===== config.mk =====
export PLATFORM = sky130hd
export DESIGN_NAME = uart_tx
export DESIGN_NICKNAME = d
export VERILOG_FILES = /design/src/rtl/uart_pkg.sv /design/src/rtl/uart_baud_tick.sv /design/src/rtl/uart_tx.sv
export SDC_FILE = /design/constraint.sdc
export NUM_CORES = 1
export LEC_CHECK = 0
export CAP_MARGIN = 20
export CORE_MARGIN = 3
export CORE_UTILIZATION = 30
export DETAILED_ROUTE_END_ITERATION = 10
export PLACE_DENSITY_LB_ADDON = 0.1
export SETUP_SLACK_MARGIN = 0.05
export SLEW_MARGIN = 20
export SYNTH_ARGS = -nofsm -noshare
export SYNTH_HDL_FRONTEND = slang
export SYNTH_SLANG_ARGS = --single-unit

===== constraint.sdc =====
create_clock -name main_clk_i -period 2.99 [get_ports main_clk_i]
set_input_delay 0.299 -clock main_clk_i [delete_from_list [all_inputs] [get_ports main_clk_i]]
set_output_delay 0.299 -clock main_clk_i [all_outputs]
set_load 0.01 [all_outputs]

===== src/rtl/uart_pkg.sv =====
// Shared definitions for the UART transmitter.
//   uart_tx_state_t : transmitter frame state
//   UART_DATA_W     : default number of data bits per frame
//   UART_DIV_W      : default width of the baud divider
package uart_pkg;

    typedef enum logic [2:0] {
        ST_IDLE   = 3'd0,
        ST_START  = 3'd1,
        ST_DATA   = 3'd2,
        ST_PARITY = 3'd3,
        ST_STOP   = 3'd4
    } uart_tx_state_t;

    localparam int UART_DATA_W = 8;
    localparam int UART_DIV_W  = 16;

endpackage


===== src/rtl/uart_baud_tick.sv =====
// Bit-period counter for the UART transmitter.
//   main_clk_i  : clock
//   main_rst_i  : synchronous active-high reset
//   div_i       : bit period minus one, in clock cycles
//   restart_i   : start a fresh bit period next cycle
//   tick_o      : high in the last cycle of the current bit period
module uart_baud_tick #(
    parameter int DIV_W = 16
) (
    input  logic             main_clk_i,
    input  logic             main_rst_i,
    input  logic [DIV_W-1:0] div_i,
    input  logic             restart_i,
    output logic             tick_o
);

    logic [DIV_W-1:0] r_cnt;

    assign tick_o = (r_cnt == div_i);

    // Wraps to 0 on every tick, so the count never passes div_i.
    always_ff @(posedge main_clk_i) begin
        if (main_rst_i || restart_i || tick_o) begin
            r_cnt <= '0;
        end else begin
            r_cnt <= r_cnt + DIV_W'(1);
        end
    end

endmodule


===== src/rtl/uart_tx.sv =====
// UART transmitter: start bit, DATA_W data bits LSB first, optional parity,
// one or two stop bits. Frame settings are captured when a byte is accepted.
//   main_clk_i   : clock
//   main_rst_i   : synchronous active-high reset
//   ena_i        : allow new frames to be accepted
//   baud_div_i   : bit period minus one, in clock cycles
//   parity_ena_i : append a parity bit
//   parity_odd_i : 1 = odd parity, 0 = even parity
//   stop2_i      : 1 = two stop bits
//   tx_valid_i   : byte offered
//   tx_data_i    : byte to send
//   tx_ready_o   : byte accepted this cycle when tx_valid_i is high
//   uart_tx_o    : serial line, idle high
//   busy_o       : frame in progress
//
// state     | meaning
// ST_IDLE   | line high, waiting for an accept
// ST_START  | start bit (line low)
// ST_DATA   | data bits, LSB first
// ST_PARITY | parity bit
// ST_STOP   | one or two stop bits (line high)
module uart_tx
    import uart_pkg::*;
#(
    parameter int DIV_W  = UART_DIV_W,
    parameter int DATA_W = UART_DATA_W
) (
    input  logic              main_clk_i,
    input  logic              main_rst_i,
    input  logic              ena_i,
    input  logic [DIV_W-1:0]  baud_div_i,
    input  logic              parity_ena_i,
    input  logic              parity_odd_i,
    input  logic              stop2_i,
    input  logic              tx_valid_i,
    input  logic [DATA_W-1:0] tx_data_i,
    output logic              tx_ready_o,
    output logic              uart_tx_o,
    output logic              busy_o
);

    localparam int IDX_W = (DATA_W > 1) ? $clog2(DATA_W) : 1;

    uart_tx_state_t    r_state;
    logic [DATA_W-1:0] r_shift;
    logic [DIV_W-1:0]  r_div;
    logic              r_par_ena;
    logic              r_par_bit;
    logic              r_stop2;
    logic [IDX_W-1:0]  r_bit_idx;
    logic              r_tx;
    logic              r_busy;

    logic w_tick;
    logic w_last_stop;
    logic w_ready;
    logic w_accept;

    uart_baud_tick #(
        .DIV_W (DIV_W)
    ) u_baud_tick (
        .main_clk_i (main_clk_i),
        .main_rst_i (main_rst_i),
        .div_i      (r_div),
        .restart_i  (w_accept),
        .tick_o     (w_tick)
    );

    // The bit index doubles as the stop-bit counter while in ST_STOP.
    assign w_last_stop = (r_state == ST_STOP) && w_tick &&
                         (!r_stop2 || (r_bit_idx == IDX_W'(1)));
    // Gated by reset so nothing is offered while the block is held in reset.
    assign w_ready  = ena_i && !main_rst_i && ((r_state == ST_IDLE) || w_last_stop);
    assign w_accept = tx_valid_i && w_ready;

    assign tx_ready_o = w_ready;
    assign uart_tx_o  = r_tx;
    assign busy_o     = r_busy;

    always_ff @(posedge main_clk_i) begin
        if (main_rst_i) begin
            r_state   <= ST_IDLE;
            r_shift   <= '0;
            r_div     <= '0;
            r_par_ena <= 1'b0;
            r_par_bit <= 1'b0;
            r_stop2   <= 1'b0;
            r_bit_idx <= '0;
            r_tx      <= 1'b1;
            r_busy    <= 1'b0;
        end else if (w_accept) begin
            // Covers both IDLE and the final stop cycle (back-to-back frames).
            r_state   <= ST_START;
            r_shift   <= tx_data_i;
            r_div     <= baud_div_i;
            r_par_ena <= parity_ena_i;
            r_par_bit <= (^tx_data_i) ^ parity_odd_i;
            r_stop2   <= stop2_i;
            r_bit_idx <= '0;
            r_tx      <= 1'b0;
            r_busy    <= 1'b1;
        end else begin
            case (r_state)
                ST_IDLE: begin
                    r_tx <= 1'b1;
                end
                ST_START: begin
                    if (w_tick) begin
                        r_state   <= ST_DATA;
                        r_tx      <= r_shift[0];
                        r_shift   <= r_shift >> 1;
                        r_bit_idx <= '0;
                    end
                end
                ST_DATA: begin
                    if (w_tick) begin
                        if (r_bit_idx == IDX_W'(DATA_W - 1)) begin
                            r_bit_idx <= '0;
                            if (r_par_ena) begin
                                r_state <= ST_PARITY;
                                r_tx    <= r_par_bit;
                            end else begin
                                r_state <= ST_STOP;
                                r_tx    <= 1'b1;
                            end
                        end else begin
                            r_bit_idx <= r_bit_idx + IDX_W'(1);
                            r_tx      <= r_shift[0];
                            r_shift   <= r_shift >> 1;
                        end
                    end
                end
                ST_PARITY: begin
                    if (w_tick) begin
                        r_state   <= ST_STOP;
                        r_tx      <= 1'b1;
                        r_bit_idx <= '0;
                    end
                end
                ST_STOP: begin
                    if (w_last_stop) begin
                        r_state   <= ST_IDLE;
                        r_busy    <= 1'b0;
                        r_bit_idx <= '0;
                    end else if (w_tick) begin
                        r_bit_idx <= r_bit_idx + IDX_W'(1);
                    end
                end
                default: begin
                    r_state <= ST_IDLE;
                    r_tx    <= 1'b1;
                    r_busy  <= 1'b0;
                end
            endcase
        end
    end

endmodule


* Word-level counts from Yosys, hierarchy flattened
Cells that the tools add are included.
** Word-level totals
- Output and inout bits :: 3
- Register bits after elaboration :: 51
- Bits of input ports :: 31
** Cells by class
- Mux-type cells :: 29
- Reductions and logical operators :: 24
- Bitwise operators :: 2
- Add/sub/neg operators :: 2
- Equality and inequality tests :: 23
** Operators by type and width (count)
- 3-bit two-way mux :: 11
- 8-bit two-way mux :: 4
- 16-bit by 1-bit adder with 16-bit output (second input constant) :: 1
- 16-bit equality test :: 1
- 8-bit case mux with 2 select lines :: 1
- 3-bit case mux with 5 select lines :: 1
- 2-bit by 1-bit inequality test with 1-bit output (second input constant) :: 7
- 3-bit by 2-bit inequality test with 1-bit output (second input constant) :: 4
- 4-bit AND reduction :: 3
- 6-bit AND reduction :: 2
- 1-bit two-way mux :: 9
- 3-bit by 1-bit inequality test with 1-bit output (second input constant) :: 3
- 3-bit case mux with 3 select lines :: 1
- 8-bit XOR reduction :: 1
- 3-bit by 1-bit equality test with 1-bit output (second input constant) :: 2
- 3-bit by 2-bit equality test with 1-bit output (second input constant) :: 2
- 3-bit equality test (second input constant) :: 2
- 3-bit nonzero test :: 2
- 1-bit logical AND :: 5
- 1-bit logical OR :: 4
- 2-bit inequality test (second input constant) :: 2
- 1-bit case mux with 4 select lines :: 1
- 2-bit OR reduction :: 2
- 4-bit OR reduction :: 1
- 7 further kinds :: 8

* Depth between registers and ports, before layout
Gate-level depths: netlist of the first run.
- Depth in word-level cells :: 8
- Gate-level depth with buffers :: 9
- Mapped depth without buffers :: 8

* Cells and area by module
From an unflattened synthesis of the first run, not the netlist that was laid out.
** Second synthesis, totals
- Cell total of the unflattened synthesis :: 293
- Area, all modules :: 2710.1 um^2
** Modules (own cells, without submodules)
- uart_tx :: cells an instance 194, area each 1791.7 um^2, instances 1
- uart_baud_tick :: cells an instance 99, area each 918.4 um^2, instances 1

* Least setup slack after synthesis of the first run
OpenSTA, ideal clock, no wires.
- Path type :: register -> output
- Start :: register u_baud_tick.r_cnt[11]
- End :: output port tx_ready_o
- Stages on the path, launching flop included :: 7
- Setup slack :: 1053 ps
- Data arrival time :: 1638 ps
- Buffers on the path :: 1
- Cell sequence :: dfxtp_1 > xnor2_1 > nand4_1 > nor4_4 > buf_4 > a21oi_1 > nor3b_1
** On the way
- Word-level cells in the longest chain between the ends :: 5
** Ends and longest elaborated chain
- start: declaration :: line uart_baud_tick.sv:17 : logic [DIV_W-1:0] r_cnt;
- start signal: assignment :: line uart_baud_tick.sv:26 : r_cnt <= r_cnt + DIV_W'(1);
- 16-bit equality test :: line uart_baud_tick.sv:19 : assign tick_o = (r_cnt == div_i);
- 1-bit logical AND (2 in a row) :: line uart_tx.sv:70 : assign w_last_stop = (r_state == ST_STOP) && w_tick &&
- 1-bit logical OR :: line uart_tx.sv:73 : assign w_ready = ena_i && !main_rst_i && ((r_state == ST_IDLE) || w_last_stop);
- 1-bit logical AND :: line uart_tx.sv:73
- end: declaration :: line uart_tx.sv:37 : output logic tx_ready_o,
Every way passes these cells.

* Worst setup path in the final report of the first run
- Start :: register r_state[1]
- End :: output port tx_ready_o
** On the way
- Word-level cells in the longest chain between the ends :: 5
- Elaborated cells on any way between the ends :: 6
- Classes of those cells :: eq/ne (1); reduce/logical (5)
** Ends and longest elaborated chain
- start: declaration :: line uart_tx.sv:44 : uart_tx_state_t r_state;
- start signal: assignment :: line uart_tx.sv:82 : r_state <= ST_IDLE;
- start signal: assignment :: line uart_tx.sv:93 : r_state <= ST_START;
- start signal: assignment :: line uart_tx.sv:109 : r_state <= ST_DATA;
- 3-bit equality test :: line uart_tx.sv:70
- 1-bit logical AND (2 in a row) :: line uart_tx.sv:70
- 1-bit logical OR (*) :: line uart_tx.sv:73
- 1-bit logical AND (*) :: line uart_tx.sv:73
Every way passes the cells marked *; elsewhere a longest branch is shown, timed or not.

==> summary.txt, run 1 <==
Outcome
  • Outcome: finished clean

Worst setup path
  • Worst Path Arrival: 2390 ps
  • Cells on worst reg2reg path: 8
  • Worst r2r src: u_baud_tick.r_cnt[11]
  • Maximum fanout along the worst path: 11
  • R2R setup slack: 680 ps
  • Critical R2R Capture: r_div[4]
  • Worst path required time: 2690 ps
  • Worst Setup SP: r_state[1]
  • Critical path's top delay family: simple AND/OR/NAND/NOR gates
  • Critical Path Max Stage Delay: 560 ps
  • WP depth: 6
  • Worst setup EP type: output pin
  • CP max-delay cell: clkdlybuf4s50_1
  • Path type of the worst setup path: register to output pin
  • CP Cell Sequence: nor2_1, nand2_1, a21oi_2, a21oi_1, nor3b_1, clkdlybuf4s50_1
  • CP endpoint: tx_ready_o
  • Worst Path Buf+Inv: 1
  • Startpoint types: register

Global route
  • Vias in the first global route: 1948
  • Largest net degree at the start of global routing: 38
  • Gr ovfl total: 0
  • Global-route wire length before repair: 9490 um
  • Total GRT Usage: 12.1%
  • Initial antenna violation count: 0

Detailed routing
  • Met2 wire length: 2380 um
  • Met1 WL: 2930 um
  • Initial DRT Pass Iterations: 4
  • Iter 0 DRT Violations: 56
  • Via density per instance: 4.62
  • Top layer in use: met4
  • DR WL met3: 176 um
  • Wire per inst: 13.1 um
  • Drc violations: 0
  • Post-route ant nets: 0
  • Vias: 1954
  • Total Wirelength: 5550 um

Timing
  • Final setup viols: 0
  • Final worst path period share: 90.0%
  • Setup_tns: 0 ps
  • Slew Limit Fails: 0
  • Clock skew: 4.97 ps
  • Worst-Margin Slew: 998 ps
  • Rel. slew slack: 33.5%
  • Unrepaired setup endpoints after global routing: false
  • Final min period: 2690 ps
  • Fmax: 372 MHz
  • Hold Slack: 469 ps
  • Final hold viol count: 0

Worst hold path
  • Worst hold-check path type: register to register
  • Hold depth: 2

Logic synthesis
  • Synth area leaders: dfxtp_1, xnor2_1, nand2_1, a21oi_1, nor2_1
  • Number of synthesized flops with an enable pin: 0
  • Count leader, synth: dfxtp_1
  • Post-synth top flop: dfxtp_1
  • Sequential area share after synthesis: 41.1%
  • Seq cells post-synth: 51
  • Top cell type's share of synthesized area: 41.1%
  • Syn_area_per_cell: 8.50 um^2
  • Synth Warn #: 0
  • Ys async rst share: 0%
  • Syn_nets: 327
  • Synthesized instance count: 292
  • Post-Syn Area: 2480 um^2
  • Area leader, netlist: dfxtp_1
  • Post-synth top cells: dfxtp_1, nand2_1, a21oi_1, nor2_1, xnor2_1
  • Synth cell types: 37

Floorplan
  • Core Region: 7890 um^2
  • Starting Density: 31.5%
  • Die area: 9400 um^2
  • I/O pin count: 34
  • Rows: 32
  • Die height: 96.9 um
  • Die width: 96.9 um

Finish
  • Layout cells sized above 1: 6.23%
  • Filler cells: 820
  • Register Area: 1020 um^2
  • Final Cell Area: 2970 um^2
  • Net count, final: 355
  • P&R area growth vs syn: 19.7%
  • Area of the multi-input gates: 1360 um^2
  • Final std cells w/o fill: 423
  • Inserted Diodes: 0

Clock network
  • H-tree depth: 2
  • CTS sink count: 51
  • CTS tree: built
  • Clock buffer count from CTS: 5
  • Clk slew on worst S/H paths: 100 ps
  • Max clock buf depth: 2
  • Worst skew pair latency: 300 ps
  • Clk root buf: clkbuf_8
  • Hold Buf Count CTS: 0

Place
  • Routability cong.: 0.763
  • Placed cell count: 415
  • Post-DP HPWL: 3840 um
  • PortBufs: 33
  • Placed Instance Area: 2880 um^2

Power and ir drop
  • Pwr/cell area: 461 nW/um^2
  • Peak VDD IR: 0.000164 V
  • Leak: 0.00101 uW

Job
  • Max-cap check violation count: 0
## power by group
part           internal (uW)  leakage [uW]  switching [uW]
sequential               706      0.000414            23.6
combinational            117      0.000554             124
clock                    163     0.0000402             235
total                    986       0.00101             383
## worst reg2reg max path, cell delays in order (launching register included)
cell,delay [ps]
dfxtp_1,430
xnor2_1,150
nand4_1,170
nor4_4,340
buf_4,250
a31o_2,460
buf_4,260
nand2_1,80
a21oi_1,110
## metal layers
metal / vias to the layer above / GRT usage (%)
met1: 872 / 17.2
met3: 7 / 2.67
met5: - / 0
li1: 1046 / -
met2: 29 / 18.7
met4: 0 / 3.24
## how the worst min path moves through the flow
| stage | start | end | slack, ps |
|---|---|---|---|
| 6_report | r_shift[7] | r_shift[7] | 470 |
| 5_1_grt | r_div[4] | r_div[4] | 500 |
| 4_1_cts | r_shift[7] | r_shift[7] | 470 |
| 3_5_place_dp | r_shift[7] | r_shift[7] | 460 |
| 3_3_place_gp | r_div[0] | r_div[0] | 450 |
| 2_1_floorplan | stop2_i | r_stop2 | 430 |
## flip-flops by register name, summed over array words and instances, names as in the netlist
name               cells
r_div                 16
u_baud_tick.r_cnt     16
r_shift                8
r_bit_idx              3
r_state                3
busy_o                 1
r_par_bit              1
r_par_ena              1
r_stop2                1
uart_tx_o              1
## repair_timing
item                       4_1_cts  5_1_grt
resized for setup                0        1
buffers inserted                 0        0
setup endpoints to repair        0        1
## cells in the final DEF, fill, tap and decap left out, types with 3 or more instances in the layout
cell	n
nand3_1	5
xor2_1	9
clkdlybuf4s50_1	33
buf_4	3
ha_1	4
or3_1	6
clkbuf_8	5
and3_1	4
mux2i_1	9
a211oi_1	8
dfxtp_1	51
inv_1	6
nor2_1	29
o21ai_0	8
a21oi_1	28
nand4_1	7
nand2_1	50
xnor2_1	28
or4_1	3
## through the flow
| step | utilization [%] | worst slack (ps) | power (uW) |
|---|---|---|---|
| global placement | 36.5 | 499 | 992 |
| CTS | 37.6 | 77.5 | 1400 |
| floorplan | - | 1050 | 906 |
| global route | 37.6 | 83.8 | 1460 |
| finish | 37.6 | 298 | 1370 |
| detailed placement | 36.5 | 434 | 991 |
## cell families after synthesis
family / count (synthesis) / synth area share, %
flip-flops: 51 / 41.1
adder cells (fa/ha/maj): 4 / 2.02
XOR/XNOR: 37 / 13.1
buffers and inverters: 21 / 4.34
AND/OR/NAND/NOR: 116 / 22.0
multiplexers: 9 / 3.63
AO/OA/AOI/OAI: 54 / 13.8
## final cells by class
type	count	area share [%]
Multi-Input combinational cell	220	45.7
Inverter	6	0.759
Timing Repair Buffer	36	11.9
Sequential cell	51	34.4
Tap cell	102	4.30
Clock inverter	3	0.674
Clock buffer	5	2.32
No activity file was read; power rests on OpenSTA's default activity.
==> run 2: changes to the inputs <==
Settings changed: CORE_UTILIZATION 30 to 58, REMOVE_ABC_BUFFERS set to 1.
==> summary.txt, run 2 (same netlist as run 1, synthesis figures left out) <==
Clock network
  • Max clock buf depth: 2 (unchanged)
  • Clk slew on worst S/H paths: 90 ps (was 100 ps)
  • H-tree depth: 2 (unchanged)
  • Worst skew pair latency: 310 ps (was 300 ps)
  • Setup bufs post-CTS: 0 (unchanged)
  • CTS tree: built (unchanged)
  • Clk root buf: clkbuf_8 (unchanged)
  • CTS sink count: 51 (unchanged)
  • Clock buffer count from CTS: 5 (unchanged)

Floorplan
  • I/O pin count: 34 (unchanged)
  • Core Region: 4060 um^2 (was 7890 um^2)
  • Rows: 23 (was 32)
  • Die width: 71.4 um (was 96.9 um)
  • Die height: 71.4 um (was 96.9 um)
  • Starting Density: 61.1% (was 31.5%)
  • Die area: 5100 um^2 (was 9400 um^2)

Timing
  • Final worst path period share: 87.4% (was 90.0%)
  • Final min period: 2610 ps (was 2690 ps)
  • Setup_tns: 0 ps (unchanged)
  • Final hold viol count: 0 (unchanged)
  • Clock skew: 9.09 ps (was 4.97 ps)
  • Final setup viols: 0 (unchanged)
  • Rel. slew slack: 62.4% (was 33.5%)
  • Slew Limit Fails: 0 (unchanged)
  • Unrepaired setup endpoints after global routing: false (unchanged)
  • Fmax: 383 MHz (was 372 MHz)
  • Worst-Margin Slew: 563 ps (was 998 ps)
  • Hold Slack: 472 ps (was 469 ps)

Global route
  • Initial antenna violation count: 0 (unchanged)
  • Global-route wire length before repair: 8360 um (was 9490 um)
  • Vias in the first global route: 1830 (was 1948)
  • Largest net degree at the start of global routing: 38 (unchanged)
  • Gr ovfl total: 0 (unchanged)
  • Total GRT Usage: 20.7% (was 12.1%)

Detailed routing
  • Drc violations: 0 (unchanged)
  • Via density per instance: 5.45 (was 4.62)
  • Post-route ant nets: 0 (unchanged)
  • Total Wirelength: 4860 um (was 5550 um)
  • Wire per inst: 13.1 um (about the same)
  • Iter 0 DRT Violations: 238 (was 56)
  • Met2 wire length: 2110 um (was 2380 um)
  • Vias: 2018 (was 1954)
  • DR WL met3: 246 um (was 176 um)
  • Met1 WL: 2410 um (was 2930 um)
  • Initial DRT Pass Iterations: 4 (unchanged)
  • Top layer in use: met4 (unchanged)

Finish
  • Filler cells: 349 (was 820)
  • Area of the multi-input gates: 1360 um^2 (unchanged)
  • Net count, final: 355 (unchanged)
  • Inserted Diodes: 0 (unchanged)
  • Register Area: 1020 um^2 (unchanged)
  • Most frequent cells in the layout: dfxtp_1, nand2_1, clkdlybuf4s50_1 (unchanged)
  • Most common cell after layout, fill and taps aside: dfxtp_1 (unchanged)
  • P&R area growth vs syn: 16.8% (was 19.7%)
  • Largest regs: r_div x16, u_baud_tick.r_cnt x16, r_shift x8 (unchanged)
  • Layout cells sized above 1: 5.94% (was 6.23%)

Worst setup path
  • Critical Path Max Stage Delay: 560 ps (about the same)
  • Path type of the worst setup path: register to output pin (unchanged)
  • Worst path required time: 2690 ps (about the same)
  • Worst setup EP type: output pin (unchanged)
  • CP Cell Sequence: nor2_1, nand2_1, a21oi_2, a21oi_1, nor3b_1, clkdlybuf4s50_1 (unchanged)
  • Maximum fanout along the worst path: 11 (unchanged)
  • Worst Path Arrival: 2310 ps (was 2390 ps)
  • Startpoint types: register (unchanged)
  • CP max-delay cell: clkdlybuf4s50_1 (unchanged)
  • R2R setup slack: 660 ps (was 680 ps)

Power and ir drop
  • Pwr/cell area: 467 nW/um^2 (was 461 nW/um^2)
  • Leak: 0.00101 uW (about the same)
  • Peak VDD IR: 0.000279 V (was 0.000164 V)

Outcome
  • Outcome: finished clean (unchanged)

Worst hold path
  • Worst hold-check path type: register to register (unchanged)

Place
  • PortBufs: 33 (unchanged)
  • Post-DP HPWL: 3450 um (was 3840 um)
  • Routability cong.: 0.854 (was 0.763)

Job
  • Max-cap check violation count: 0 (unchanged)
## run 2: layer usage
| metal | GRT usage [%] | vias to the layer above |
|---|---|---|
| met3 | 5.61 | 9 |
| met2 | 31.4 | 43 |
| li1 | - | 1045 |
| met4 | 7.52 | 0 |
| met1 | 28.3 | 921 |
| met5 | 0 | - |
## run 2: critical path, delay by kind of cell (launching register included)
kind | cells | cell delay [ps]
AND/OR/NAND/NOR | 3 | 580
flip-flops | 1 | 420
AO/OA/AOI/OAI | 2 | 440
buffers and inverters | 1 | 560
## run 2: final cells by class
class,count,share of cell area (%)
flip-flops and latches,51,35.2
clock buffers,5,2.37
inverters,6,0.777
well taps,50,2.16
clock inverters,2,0.475
repair buffers,36,12.2
multi-input cells,220,46.8
## run 2: path summary, 6_finish.rpt
check,from,cells past startpoint,to
worst max register to register,u_baud_tick.r_cnt[11],7,r_par_bit
worst max-delay path,r_state[1],6,tx_ready_o
worst min register to register,r_div[8],2,r_div[8]
worst min-delay path,r_div[8],2,r_div[8]
## run 2: through the flow
stage	power, uW	cells	setup WS, ps	cell area (um^2)	util (%)
after floorplan	885	277	783	2400	-
after global placement	980	363	617	2810	69.3
after detailed placement	984	363	559	2810	69.3
after CTS	1370	370	193	2890	71.3
after global routing	1420	370	216	2900	71.4
final	1350	370	377	2900	71.4
## run 2: where the power goes
group          switching, uW  leakage [uW]  internal [uW]
clock network            226     0.0000440            160
registers               23.6      0.000414            706
logic                    121      0.000553            117
total                    371       0.00101            983
## run 2: timing repair
item / in CTS / in global routing
hold buffers: 0 / 0
gates resized for setup: 0 / 1
setup endpoints to repair: 0 / 1
==> run 3: changes to the inputs <==
Settings changed: SKIP_CTS_REPAIR_TIMING set to 1.
==> results of run 3 <==
Final layout, timing and power as in run 2 (identical DEF).
